File: src/rtl/spi_master_pkg.sv
// rtl/spi_master_pkg.sv - shared SPI master types, state encodings and slave-select decode.
// Optional feature macro used by this slice: SPI_LSB_FIRST_EN.
package spi_master_pkg;

  localparam int NUM_SS = 4;

  typedef logic [0:NUM_SS-1] ss_t;

  localparam ss_t SS_NONE = 4'b1111;

  typedef enum logic [1:0] {
    S_IDLE  = 2'd0,
    S_SETUP = 2'd1,
    S_SHIFT = 2'd2,
    S_HOLD  = 2'd3
  } state_t;

  // Bit k of the result is slave k; exactly one bit is driven low.
  function automatic ss_t ss_decode(input logic [1:0] idx);
    ss_t ss;
    ss      = SS_NONE;
    ss[idx] = 1'b0;
    return ss;
  endfunction

endpackage

File: src/rtl/spi_master_if.sv
// rtl/spi_master_if.sv - request/response and SPI pin bundle for spi_master.
// SPI_LSB_FIRST_EN adds the lsb_first request bit.
interface spi_master_if #(
  parameter int DATA_W = 8
);
  import spi_master_pkg::*;

  logic              start;
  logic [1:0]        slave_sel;
  logic [DATA_W-1:0] tx_data;
`ifdef SPI_LSB_FIRST_EN
  logic              lsb_first;
`endif
  logic              busy;
  logic              done;
  logic [DATA_W-1:0] rx_data;
  logic              sclk;
  logic              mosi;
  logic              miso;
  ss_t               ss_n;

  modport master (
`ifdef SPI_LSB_FIRST_EN
    input  lsb_first,
`endif
    input  start, slave_sel, tx_data, miso,
    output busy, done, rx_data, sclk, mosi, ss_n
  );

  modport slave (
`ifdef SPI_LSB_FIRST_EN
    output lsb_first,
`endif
    output start, slave_sel, tx_data, miso,
    input  busy, done, rx_data, sclk, mosi, ss_n
  );

endinterface

File: src/rtl/spi_sclk_gen.sv
// rtl/spi_sclk_gen.sv - CLK_DIV phase counter producing sclk and its rise/fall ticks.
module spi_sclk_gen #(
  parameter int CLK_DIV = 4
) (
  input  logic clk,
  input  logic rst,
  input  logic en,
  input  logic shift_en,
  output logic tick,
  output logic rise_tick,
  output logic fall_tick,
  output logic sclk
);

  localparam int CNT_W = (CLK_DIV > 1) ? $clog2(CLK_DIV) : 1;
  localparam logic [CNT_W-1:0] CNT_LOAD = CNT_W'(CLK_DIV - 1);

  logic [CNT_W-1:0] cnt_q, cnt_d;
  logic             sclk_q, sclk_d;

  // The counter runs through SETUP/SHIFT/HOLD so every phase lasts CLK_DIV cycles;
  // sclk only toggles while the FSM is shifting.
  always_comb begin
    tick      = en && (cnt_q == '0);
    rise_tick = tick && shift_en && !sclk_q;
    fall_tick = tick && shift_en && sclk_q;
    cnt_d     = cnt_q;
    sclk_d    = sclk_q;
    if (!en) begin
      cnt_d  = CNT_LOAD;
      sclk_d = 1'b0;
    end else begin
      cnt_d = tick ? CNT_LOAD : cnt_q - 1'b1;
      if (tick && shift_en) begin
        sclk_d = ~sclk_q;
      end
    end
  end

  always_ff @(posedge clk) begin
    if (rst) begin
      cnt_q  <= CNT_LOAD;
      sclk_q <= 1'b0;
    end else begin
      cnt_q  <= cnt_d;
      sclk_q <= sclk_d;
    end
  end

  assign sclk = sclk_q;

endmodule

File: src/rtl/spi_master.sv
// rtl/spi_master.sv - mode-0 SPI master, one DATA_W frame per start, 4 active-low selects.
// SPI_LSB_FIRST_EN adds a per-frame lsb_first option; default build is MSB-first only.
module spi_master
  import spi_master_pkg::*;
#(
  parameter int DATA_W  = 8,
  parameter int CLK_DIV = 4
) (
  input logic          clk,
  input logic          rst,
  spi_master_if.master bus
);

  localparam int BIT_W = $clog2(DATA_W);
  localparam logic [BIT_W-1:0] LAST_BIT = BIT_W'(DATA_W - 1);

  state_t            state_q, state_d;
  logic [DATA_W-1:0] tx_sr_q, tx_sr_d;
  logic [DATA_W-1:0] rx_sr_q, rx_sr_d;
  logic [DATA_W-1:0] rx_data_q, rx_data_d;
  logic [BIT_W-1:0]  bit_cnt_q, bit_cnt_d;
  ss_t               ss_n_q, ss_n_d;
  logic              busy_q, busy_d;
  logic              done_q, done_d;
  logic              lsb_q, lsb_d;
  logic              lsb_in;

  logic tick, rise_tick, fall_tick, sclk;

  function automatic logic [DATA_W-1:0] bit_rev(input logic [DATA_W-1:0] v);
    logic [DATA_W-1:0] r;
    for (int i = 0; i < DATA_W; i++) begin
      r[i] = v[DATA_W-1-i];
    end
    return r;
  endfunction

`ifdef SPI_LSB_FIRST_EN
  assign lsb_in = bus.lsb_first;
`else
  assign lsb_in = 1'b0;
`endif

  spi_sclk_gen #(
    .CLK_DIV (CLK_DIV)
  ) u_sclk_gen (
    .clk       (clk),
    .rst       (rst),
    .en        (state_q != S_IDLE),
    .shift_en  (state_q == S_SHIFT),
    .tick      (tick),
    .rise_tick (rise_tick),
    .fall_tick (fall_tick),
    .sclk      (sclk)
  );

  always_comb begin
    state_d   = state_q;
    tx_sr_d   = tx_sr_q;
    rx_sr_d   = rx_sr_q;
    rx_data_d = rx_data_q;
    bit_cnt_d = bit_cnt_q;
    ss_n_d    = ss_n_q;
    busy_d    = busy_q;
    done_d    = 1'b0;
    lsb_d     = lsb_q;
    unique case (state_q)
      S_IDLE: begin
        if (bus.start) begin
          // LSB-first is handled by reversing on the way in and out of the shifters.
          tx_sr_d   = lsb_in ? bit_rev(bus.tx_data) : bus.tx_data;
          lsb_d     = lsb_in;
          bit_cnt_d = '0;
          ss_n_d    = ss_decode(bus.slave_sel);
          busy_d    = 1'b1;
          state_d   = S_SETUP;
        end
      end
      S_SETUP: begin
        if (tick) begin
          state_d = S_SHIFT;
        end
      end
      S_SHIFT: begin
        if (rise_tick) begin
          rx_sr_d = {rx_sr_q[DATA_W-2:0], bus.miso};
        end
        if (fall_tick) begin
          if (bit_cnt_q == LAST_BIT) begin
            state_d = S_HOLD;
          end else begin
            bit_cnt_d = bit_cnt_q + 1'b1;
            tx_sr_d   = {tx_sr_q[DATA_W-2:0], 1'b0};
          end
        end
      end
      S_HOLD: begin
        if (tick) begin
          rx_data_d = lsb_q ? bit_rev(rx_sr_q) : rx_sr_q;
          ss_n_d    = SS_NONE;
          busy_d    = 1'b0;
          done_d    = 1'b1;
          state_d   = S_IDLE;
        end
      end
      default: state_d = S_IDLE;
    endcase
  end

  always_ff @(posedge clk) begin
    if (rst) begin
      state_q   <= S_IDLE;
      tx_sr_q   <= '0;
      rx_sr_q   <= '0;
      rx_data_q <= '0;
      bit_cnt_q <= '0;
      ss_n_q    <= SS_NONE;
      busy_q    <= 1'b0;
      done_q    <= 1'b0;
      lsb_q     <= 1'b0;
    end else begin
      state_q   <= state_d;
      tx_sr_q   <= tx_sr_d;
      rx_sr_q   <= rx_sr_d;
      rx_data_q <= rx_data_d;
      bit_cnt_q <= bit_cnt_d;
      ss_n_q    <= ss_n_d;
      busy_q    <= busy_d;
      done_q    <= done_d;
      lsb_q     <= lsb_d;
    end
  end

  // The shifter MSB is the line; the last fall does not shift, so mosi holds its final bit.
  assign bus.mosi    = tx_sr_q[DATA_W-1];
  assign bus.sclk    = sclk;
  assign bus.ss_n    = ss_n_q;
  assign bus.busy    = busy_q;
  assign bus.done    = done_q;
  assign bus.rx_data = rx_data_q;

endmodule

File: src/flat_wrapper.sv
// flat-port wrapper written by rule: the top's interface ports become plain ports
module spi_master_flat import spi_master_pkg::*;
#(
  parameter int DATA_W  = 8,
  parameter int CLK_DIV = 4
)
  (clk, rst, bus_start, bus_slave_sel, bus_tx_data, bus_miso, bus_busy, bus_done, bus_rx_data, bus_sclk, bus_mosi, bus_ss_n);
  spi_master_if #(.DATA_W(DATA_W)) bus_i ();
  input logic clk;
  input logic rst;
  input wire logic [$bits(bus_i.start)-1:0] bus_start;
  input wire logic [$bits(bus_i.slave_sel)-1:0] bus_slave_sel;
  input wire logic [$bits(bus_i.tx_data)-1:0] bus_tx_data;
  input wire logic [$bits(bus_i.miso)-1:0] bus_miso;
  output wire logic [$bits(bus_i.busy)-1:0] bus_busy;
  output wire logic [$bits(bus_i.done)-1:0] bus_done;
  output wire logic [$bits(bus_i.rx_data)-1:0] bus_rx_data;
  output wire logic [$bits(bus_i.sclk)-1:0] bus_sclk;
  output wire logic [$bits(bus_i.mosi)-1:0] bus_mosi;
  output wire logic [$bits(bus_i.ss_n)-1:0] bus_ss_n;
  assign bus_i.start = bus_start;
  assign bus_i.slave_sel = bus_slave_sel;
  assign bus_i.tx_data = bus_tx_data;
  assign bus_i.miso = bus_miso;
  assign bus_busy = bus_i.busy;
  assign bus_done = bus_i.done;
  assign bus_rx_data = bus_i.rx_data;
  assign bus_sclk = bus_i.sclk;
  assign bus_mosi = bus_i.mosi;
  assign bus_ss_n = bus_i.ss_n;
  spi_master #(.DATA_W(DATA_W), .CLK_DIV(CLK_DIV)) u_core (.clk(clk), .rst(rst), .bus(bus_i));
endmodule
File: config.mk
export PLATFORM = sky130hd
export DESIGN_NAME = spi_master_flat
export DESIGN_NICKNAME = d
export VERILOG_FILES = /design/src/rtl/spi_master_pkg.sv /design/src/rtl/spi_master_if.sv /design/src/rtl/spi_sclk_gen.sv /design/src/rtl/spi_master.sv /design/src/flat_wrapper.sv
export SDC_FILE = /design/constraint.sdc
export NUM_CORES = 1
export LEC_CHECK = 0
export CAP_MARGIN = 20
export CELL_PAD_IN_SITES_DETAIL_PLACEMENT = 1
export CELL_PAD_IN_SITES_GLOBAL_PLACEMENT = 1
export CORE_MARGIN = 2
export CORE_UTILIZATION = 41
export CTS_CLUSTER_DIAMETER = 30
export DETAILED_ROUTE_END_ITERATION = 7
export GPL_ROUTABILITY_DRIVEN = 0
export PLACE_DENSITY_LB_ADDON = 0.1
export RECOVER_POWER = 100
export SLEW_MARGIN = 20
export SYNTH_ARGS = -nofsm -noshare
export SYNTH_HDL_FRONTEND = slang
export SYNTH_SLANG_ARGS = --single-unit
File: constraint.sdc
create_clock -name clk -period 2.4 [get_ports clk]
set_input_delay 0.24 -clock clk [delete_from_list [all_inputs] [get_ports clk]]
set_output_delay 0.24 -clock clk [all_outputs]
set_load 0.05 [all_outputs]
==> results of run 1 <==
## placed cells by master (no fill, tap or decap), types with 2 or more instances in the layout
cell	Yosys	layout
and2_1	3	2
ha_1	8	8
dfxtp_1	38	38
dlygate4sd3_1	0	16
a211oi_1	6	7
nand3b_1	3	3
a21oi_1	10	10
nand2_1	21	21
nand2b_1	7	7
o32ai_1	5	5
mux2i_1	18	18
clkdlybuf4s50_1	0	13
inv_1	8	8
buf_4	1	2
nor2_1	19	19
nor3_1	3	3
bufinv_16	0	2
clkbuf_8	0	5
## power breakdown
| group | internal, mW | switching (mW) |
|---|---|---|
| Combinational | 0.234 | 0.341 |
| Sequential | 0.705 | 0.0435 |
| Clock | 0.417 | 0.234 |
## worst max-delay path, stage by stage (launching register included)
cell and delay, ns:
dfxtp_1 0.38, inv_1 0.10, ha_1 0.27, buf_4 0.21, nand3b_1 0.26, o21ai_4 0.25, mux2i_1 0.27, nor2_1 0.06
## cells by family after synthesis
logic type / count (synthesis) / synth area share
buffers and inverters: 17 / 0.0482
muxes: 18 / 0.110
and+or+nand+nor: 61 / 0.185
AOI/OAI and AO/OA: 27 / 0.125
adders and majority gates: 8 / 0.0612
DFF: 38 / 0.465
xor gates and xnor gates: 1 / 0.00536
## Yosys cell counts
cell      instances
dfxtp_1          38
nand2_1          21
nor2_1           19
mux2i_1          18
a21oi_1          10
ha_1              8
inv_1             8
nand2b_1          7
a211oi_1          6
o32ai_1           5
clkbuf_1          4
and2_1            3
buf_2             3
nand3b_1          3
nor3_1            3
a211oi_2          2
a21o_1            1
and3b_1           1
buf_4             1
buf_6             1
nand2b_2          1
nand3b_4          1
nor2b_2           1
o211ai_1          1
o21ai_4           1
o221ai_1          1
or3_1             1
xor2_1            1
## registers in the layout, indices dropped and copies added (netlist names)
name                     flops
u_core.bus.rx_data           8
u_core.rx_sr_q               8
u_core.tx_sr_q               8
u_core.bus.ss_n              4
u_core.bit_cnt_q             3
u_core.state_q               2
u_core.u_sclk_gen.cnt_q      2
u_core.bus.busy              1
u_core.bus.done              1
u_core.u_sclk_gen.sclk       1
## final timing paths
kind | start | endpoint | slack (ns)
worst max register to register | u_core.state_q[0] | u_core.bit_cnt_q[2] | 0.48
worst max-delay path | u_core.state_q[0] | u_core.bit_cnt_q[2] | 0.48
worst min register to register | u_core.u_sclk_gen.cnt_q[0] | u_core.u_sclk_gen.cnt_q[0] | 0.39
worst min-delay path | u_core.u_sclk_gen.cnt_q[0] | u_core.u_sclk_gen.cnt_q[0] | 0.39
## layout make-up
type	count	area, um2	area share
multi-input combinational	115	788	0.379
inverter	8	30.0	0.0144
clock buffer	5	68.8	0.0331
timing repair buffer	31	305	0.147
sequential	38	761	0.365
tap	48	60.1	0.0288
clock inverter	3	68.8	0.0331
## metrics by stage
stage / instance area [um2] / total power, mW / hold WS [ns]
floorplan: 1640 / 1.22 / 0.358
global placement: 1950 / 1.32 / 0.364
detailed placement: 1950 / 1.36 / 0.379
CTS: 2090 / 2.02 / 0.398
global route: 2080 / 2.11 / 0.424
finish: 2080 / 1.97 / 0.394
## metal layers
metal | routed length (um) | part of all wire
met1 | 1460 | 0.43
met2 | 1730 | 0.51
met5 | 0 | 0
met3 | 161 | 0.048
met4 | 12 | 0.0036
==> results.cfg, run 1 <==
[status]
status = complete, no violations

[sta]
hold_violations = 0
setup_viol = 0
clock_skew_ns = 0.00486
finalWorstSetupSlack_ns = 0.483
report.final.slew_viol_count = 0
setup_tns_ns = 0
worst_slew_pin_slew_ns = 0.507
relSlewSlack = 0.661
rsz0062_at_grt = false
post-route-period-util = 0.799
fmax_mhz = 522
finalCriticalPeriod_ns = 1.92

[yosys]
synth_nets = 192
synth_area_um2 = 1640
netlist.area_leader.share = 0.465
syn_avg_cell_area_um2 = 9.62
ys_ff_latch = 38
syn_inst = 170
ys_seq_area_frac = 0.465
yosysTopAreaCell = dfxtp_1
synthTopCellsByArea = dfxtp_1 (47%), mux2i_1 (11%), ha_1 (6.1%)
yosysWarningCount = 0
ys_types = 28

[layout]
diodes = 0
fin_util = 0.556
drive_above_1_share = 0.0700
fin_nets = 221
fillCellCount = 439
area.growth.synth_to_final_pct = 27.3
instances_no_fill = 248

[worst_setup_path]
arrival_ns = 2.08
path_class = reg -> reg
start_kind = register
worstPathRequired_ns = 2.57
reg2reg_depth = 7
end_kind = register
cp_max_fo = 17

[routing]
detail-route-antenna-nets = 0
drtIter0Drc = 40
drcViolationCount = 0
first_pass_iters = 3
via_per_inst = 5.08
vias = 1259
wl_um = 3370
wire_per_inst_um = 13.6

[grt]
top_usage_layer = met2
grt_pass1_vias = 1283
grt_max_degree = 40
grt_pass1_wl_um = 5840
antenna_found_initial = 0
grt_usage = 0.173
met1_usage = 0.190
use_met3 = 0.0550
grt_use_met2 = 0.318
grt_overflow = 0

[power]
p_leak_nw = 0.840
pwr_density_cell_nw_per_um2 = 948
irDropWorstVdd_uv = 465

[worst_hold_path]
hold-path-cell-count = 1
min_path_type = reg -> reg

[clock_tree]
tritoncts = yes
cts-root-buf = clkbuf_8
cts-htree-levels = 2
clock-sinks = 38
ctsResizeCount = 0
clk_pin_slew_ns = 0.08
cts.path.max_buffers = 2
clock_latency_ns = 0.29
cts_buffers = 5
hold_buffers = 0
post-cts-setup-buffers = 0

[floorplan]
pin_count = 30
initial_core_util = 0.437
core-area_um2 = 3740
dieArea_um2 = 4510
row_count = 22
die_x_um = 67.2
die_height_um = 67.2

[run]
maxCapViolCount = 0

[placement]
dp_hpwl_um = 2350
port_buffers = 29
pre_cts_ws_ns = 0.472
dp.cells = 240
Power figures use the tool's default switching activity.
==> run 2, diff against run 1 <==
--- a/config.mk
+++ b/config.mk
@@ -9,7 +9,7 @@
 export CELL_PAD_IN_SITES_DETAIL_PLACEMENT = 1
 export CELL_PAD_IN_SITES_GLOBAL_PLACEMENT = 1
 export CORE_MARGIN = 2
-export CORE_UTILIZATION = 41
+export CORE_UTILIZATION = 39
 export CTS_CLUSTER_DIAMETER = 30
 export DETAILED_ROUTE_END_ITERATION = 7
 export GPL_ROUTABILITY_DRIVEN = 0
==> constraint.sdc (replaced) <==
create_clock -name clk -period 1.9 [get_ports clk]
set_input_delay 0.19 -clock clk [delete_from_list [all_inputs] [get_ports clk]]
set_output_delay 0.19 -clock clk [all_outputs]
set_load 0.05 [all_outputs]
==> results.cfg, run 2 (synthesis gave the netlist of run 1 again) <==
[sta]
finalCriticalPeriod_ns = 1.75
post-route-period-util = 0.921
report.final.slew_viol_count = 0
worst_slew_pin_slew_ns = 0.519
rsz0062_at_grt = false
hold_violations = 0
fmax_mhz = 572
relSlewSlack = 0.653
setup_tns_ns = 0
setup_viol = 0
clock_skew_ns = 0.00249

[clock_tree]
clk_pin_slew_ns = 0.07
clock-sinks = 38
ctsResizeCount = 0
hold_buffers = 0
tritoncts = yes
clock_latency_ns = 0.28
cts_buffers = 5
post-cts-setup-buffers = 0
cts-htree-levels = 2
cts.path.max_buffers = 2
cts-root-buf = clkbuf_8

[layout]
final_cell_mix = dfxtp_1 (38), nand2_1 (21), nor2_1 (19), mux2i_1 (18), dlygate4sd3_1 (15)
diodes = 0
instances_no_fill = 254
fin_nets = 225
area.growth.synth_to_final_pct = 27.4
drive_above_1_share = 0.0833
final_common_cell = dfxtp_1

[power]
power_frac_seq = 0.419
switchingPower_uw = 753
p_leak_nw = 0.839
pwr-share-clk = 0.248
irDropWorstVdd_uv = 426
pwr_density_cell_nw_per_um2 = 1080
swShare = 0.334
comb_power_share = 0.333
power_mw = 2.26
intPower_mw = 1.50

[grt]
grt_pass1_vias = 1198
grt_pass1_wl_um = 5550
antenna_found_initial = 0
grt_overflow = 0
grt_usage = 0.159
grt_max_degree = 27

[worst_setup_path]
slowest_delay_ns = 0.85
crit_buf_inv = 1
reg2reg_depth = 7
crit_family = buffers and inverters
arrival_ns = 1.56
crit_end = bus_sclk
critPathLaunch = u_core.u_sclk_gen.sclk
cp_cell_sequence = clkdlybuf4s50_1
rr_endpoint = u_core.rx_sr_q[6]
regToRegSetupSlack_ns = 0.16
r2r_start = u_core.state_q[0]
end_kind = primary output
path_class = reg -> out
start_kind = register
worstPathRequired_ns = 1.71
cp_max_fo = 4
cp.depth = 1
worst_path_max_delay_cell = clkdlybuf4s50_1

[routing]
drtIter0Drc = 35
wire_per_inst_um = 13.2
first_pass_iters = 4
vias = 1271
drcViolationCount = 0
via_per_inst = 5.00
wl_um = 3350
detail-route-antenna-nets = 0

[floorplan]
pin_count = 30
die_x_um = 68.8
dieArea_um2 = 4730
initial_core_util = 0.406
die_height_um = 68.8
core-area_um2 = 4030
row_count = 23

[placement]
dp.cells = 246
dp_hpwl_um = 2480
port_buffers = 29

[run]
maxCapViolCount = 0

[status]
status = complete, no violations

[worst_hold_path]
min_path_type = reg -> reg
==> run 2: power by group through the flow <==
stage / clock network [mW] / logic (mW) / registers, mW
floorplan: 0 / 0.520 / 1.02
CTS: 0.585 / 0.770 / 0.948
global route: 0.622 / 0.840 / 0.956
detailed placement: 0 / 0.770 / 0.966
finish: 0.559 / 0.751 / 0.945
global placement: 0 / 0.730 / 0.958
==> run 2: worst min-delay path by stage <==
stage	slack, ns	endpoint	startpoint	depth (start not counted)
2_1_floorplan	0.34	u_core.rx_sr_q[0]	bus_miso	2
3_3_place_gp	0.36	u_core.u_sclk_gen.cnt_q[0]	u_core.u_sclk_gen.cnt_q[0]	1
3_5_place_dp	0.37	u_core.u_sclk_gen.cnt_q[0]	u_core.u_sclk_gen.cnt_q[0]	1
4_1_cts	0.39	u_core.u_sclk_gen.cnt_q[0]	u_core.u_sclk_gen.cnt_q[0]	1
5_1_grt	0.40	u_core.u_sclk_gen.cnt_q[0]	u_core.u_sclk_gen.cnt_q[0]	1
6_report	0.38	u_core.u_sclk_gen.cnt_q[0]	u_core.u_sclk_gen.cnt_q[0]	1
==> run 2: final cells by class <==
class	count	area [um2]
Tap cell	50	62.6
Clock buffer	7	86.3
Clock inverter	1	5.00
Fill cell	473	1950
Timing Repair Buffer	35	348
Sequential cell	38	761
Inverter	8	30.0
Multi-Input combinational cell	115	791
==> run 2: metrics by stage <==
| step | utilization | setup slack [ns] | area [um2] | hold slack [ns] |
|---|---|---|---|---|
| detailed placement | 0.496 | 0.0963 | 2000 | 0.371 |
| global placement | 0.496 | 0.230 | 2000 | 0.364 |
| finish | 0.517 | 0.151 | 2080 | 0.383 |
| CTS | 0.518 | 0.0706 | 2090 | 0.389 |
| global route | 0.517 | 0.00564 | 2080 | 0.403 |
| floorplan | - | 0.298 | 1640 | 0.337 |
==> run 2: routing by layer <==
layer,wire [um],GRT usage,part of all wire,vias to the layer above
li1,-,-,-,648
met1,1440,0.185,0.43,600
met2,1770,0.280,0.53,23
met3,135,0.0438,0.040,0
met4,0,0.0515,0,0
met5,0,0,0,-
==> run 3, diff against run 2 <==
--- a/config.mk
+++ b/config.mk
@@ -9,11 +9,11 @@
 export CELL_PAD_IN_SITES_DETAIL_PLACEMENT = 1
 export CELL_PAD_IN_SITES_GLOBAL_PLACEMENT = 1
 export CORE_MARGIN = 2
-export CORE_UTILIZATION = 39
+export CORE_UTILIZATION = 35
 export CTS_CLUSTER_DIAMETER = 30
 export DETAILED_ROUTE_END_ITERATION = 7
 export GPL_ROUTABILITY_DRIVEN = 0
-export PLACE_DENSITY_LB_ADDON = 0.1
+export PLACE_DENSITY = 0.75
 export RECOVER_POWER = 100
 export SLEW_MARGIN = 20
 export SYNTH_ARGS = -nofsm -noshare
==> constraint.sdc (replaced) <==
create_clock -name clk -period 1.45 [get_ports clk]
set_input_delay 0.145 -clock clk [delete_from_list [all_inputs] [get_ports clk]]
set_output_delay 0.145 -clock clk [all_outputs]
set_load 0.05 [all_outputs]
==> results.cfg, run 3 (synthesis gave the netlist of run 1 again) <==
[status]
status = finished with violations
failed_checks = negative setup slack

[placement]
port_buffers = 29
pre_cts_ws_ns = -0.144
placedInstanceArea_um2 = 2110
dp_hpwl_um = 3070
dp.cells = 259

[routing]
via_per_inst = 5.12
wl_um = 4910
vias = 1444
detail-route-antenna-nets = 0
drtIter0Drc = 57
first_pass_iters = 4
drcViolationCount = 0
wire_per_inst_um = 17.4

[clock_tree]
clock_latency_ns = 0.30
cts-root-buf = clkbuf_8
clk_pin_slew_ns = 0.08
cts_buffers = 5
cts-htree-levels = 2
cts.path.max_buffers = 2
tritoncts = yes
hold_buffers = 0
clock-sinks = 38

[worst_setup_path]
worstPathRequired_ns = 1.64
arrival_ns = 1.70
start_kind = register
r2r_start = u_core.state_q[0]
path_class = reg -> reg
end_kind = register
crit_end = u_core.bus.rx_data[3]
reg2reg_depth = 7
regToRegSetupSlack_ns = -0.06
cp_max_fo = 5
rr_endpoint = u_core.bus.rx_data[3]
critPathLaunch = u_core.state_q[0]

[layout]
instances_no_fill = 282
stdcell_area_um2 = 2590
final_common_cell = dfxtp_1
area.growth.synth_to_final_pct = 58.5
fin_util = 0.587
drive_above_1_share = 0.452
final_cell_mix = dfxtp_1 (31), buf_4 (23), mux2i_1 (17), clkdlybuf4s50_1 (13)
fin_nets = 251
diodes = 0

[grt]
grt_max_degree = 27
antenna_found_initial = 0
grt_pass1_vias = 1539
grt_pass1_wl_um = 7480
grt_overflow = 0
grt_usage = 0.189

[floorplan]
pin_count = 30
die_x_um = 72.4
initial_core_util = 0.370
dieArea_um2 = 5240
row_count = 24
die_height_um = 72.4
core-area_um2 = 4410

[power]
irDropWorstVdd_uv = 706
pwr_density_cell_nw_per_um2 = 1570
p_leak_nw = 0.972
power_mw = 4.08

[sta]
report.final.slew_viol_count = 0
setup_viol = 34
fmax_mhz = 660
finalWorstSetupSlack_ns = -0.0641
hold_ws_ns = 0.425
rsz0062_at_grt = true
post-route-period-util = 1.04
finalCriticalPeriod_ns = 1.51
hold_violations = 0
worst_slew_pin_slew_ns = 0.610
clock_skew_ns = 0.00698
relSlewSlack = 0.595
setup_tns_ns = -1.17

[run]
maxCapViolCount = 0

[worst_hold_path]
min_path_type = reg -> reg
==> run 3: cell types whose count changed in the layout (fill, tap and decap cells not counted), sizes merged <==
cell / previous run / this run
clkinvlp: 0 / 1
clkbuf: 8 / 17
buf: 5 / 37
clkdlybuf4s50: 14 / 13
dlygate4sd3: 15 / 0
==> run 3: power breakdown <==
| group | leakage, nW | switching (mW) | internal [mW] |
|---|---|---|---|
| logic | 0.614 | 0.981 | 1.03 |
| registers | 0.311 | 0.104 | 1.18 |
| clock network | 0.0472 | 0.397 | 0.382 |
==> run 3: worst min-delay path by stage <==
stage,depth (start not counted),start,end
6_report,1,u_core.u_sclk_gen.cnt_q[0],u_core.u_sclk_gen.cnt_q[0]
5_1_grt,1,u_core.u_sclk_gen.cnt_q[0],u_core.u_sclk_gen.cnt_q[0]
4_1_cts,1,u_core.u_sclk_gen.cnt_q[0],u_core.u_sclk_gen.cnt_q[0]
3_5_place_dp,1,u_core.u_sclk_gen.cnt_q[0],u_core.u_sclk_gen.cnt_q[0]
3_3_place_gp,1,u_core.u_sclk_gen.cnt_q[0],u_core.u_sclk_gen.cnt_q[0]
2_1_floorplan,2,bus_miso,u_core.rx_sr_q[0]
==> run 3: routing by layer <==
layer / routed length (um) / track usage
met1: 1810 / 0.185
met2: 2780 / 0.368
met3: 219 / 0.0569
met4: 102 / 0.0692
met5: 0 / 0
==> run 3: layout make-up <==
type | instances | area, um2
clock inverter | 2 | 12.5
clock buffer | 6 | 82.6
multi-input combinational | 115 | 1070
timing repair buffer | 61 | 554
sequential | 38 | 772
fill | 492 | 1820
inverter | 8 | 32.5
tap | 52 | 65.1
==> run 3: critical path, stage by stage (launching register included) <==
cell	delay [ns]
dfxtp_2	0.36
inv_4	0.06
ha_4	0.19
buf_6	0.12
nand3b_1	0.31
buf_6	0.24
nand2_2	0.06
a21oi_1	0.06
==> run 3: timing repair <==
item,CTS,global route
buffers inserted,10,4
pin swaps,15,24
resized for setup,31,38
endpoints found under the setup margin,22,34
hold endpoints to repair,0,0
gates cloned,1,1
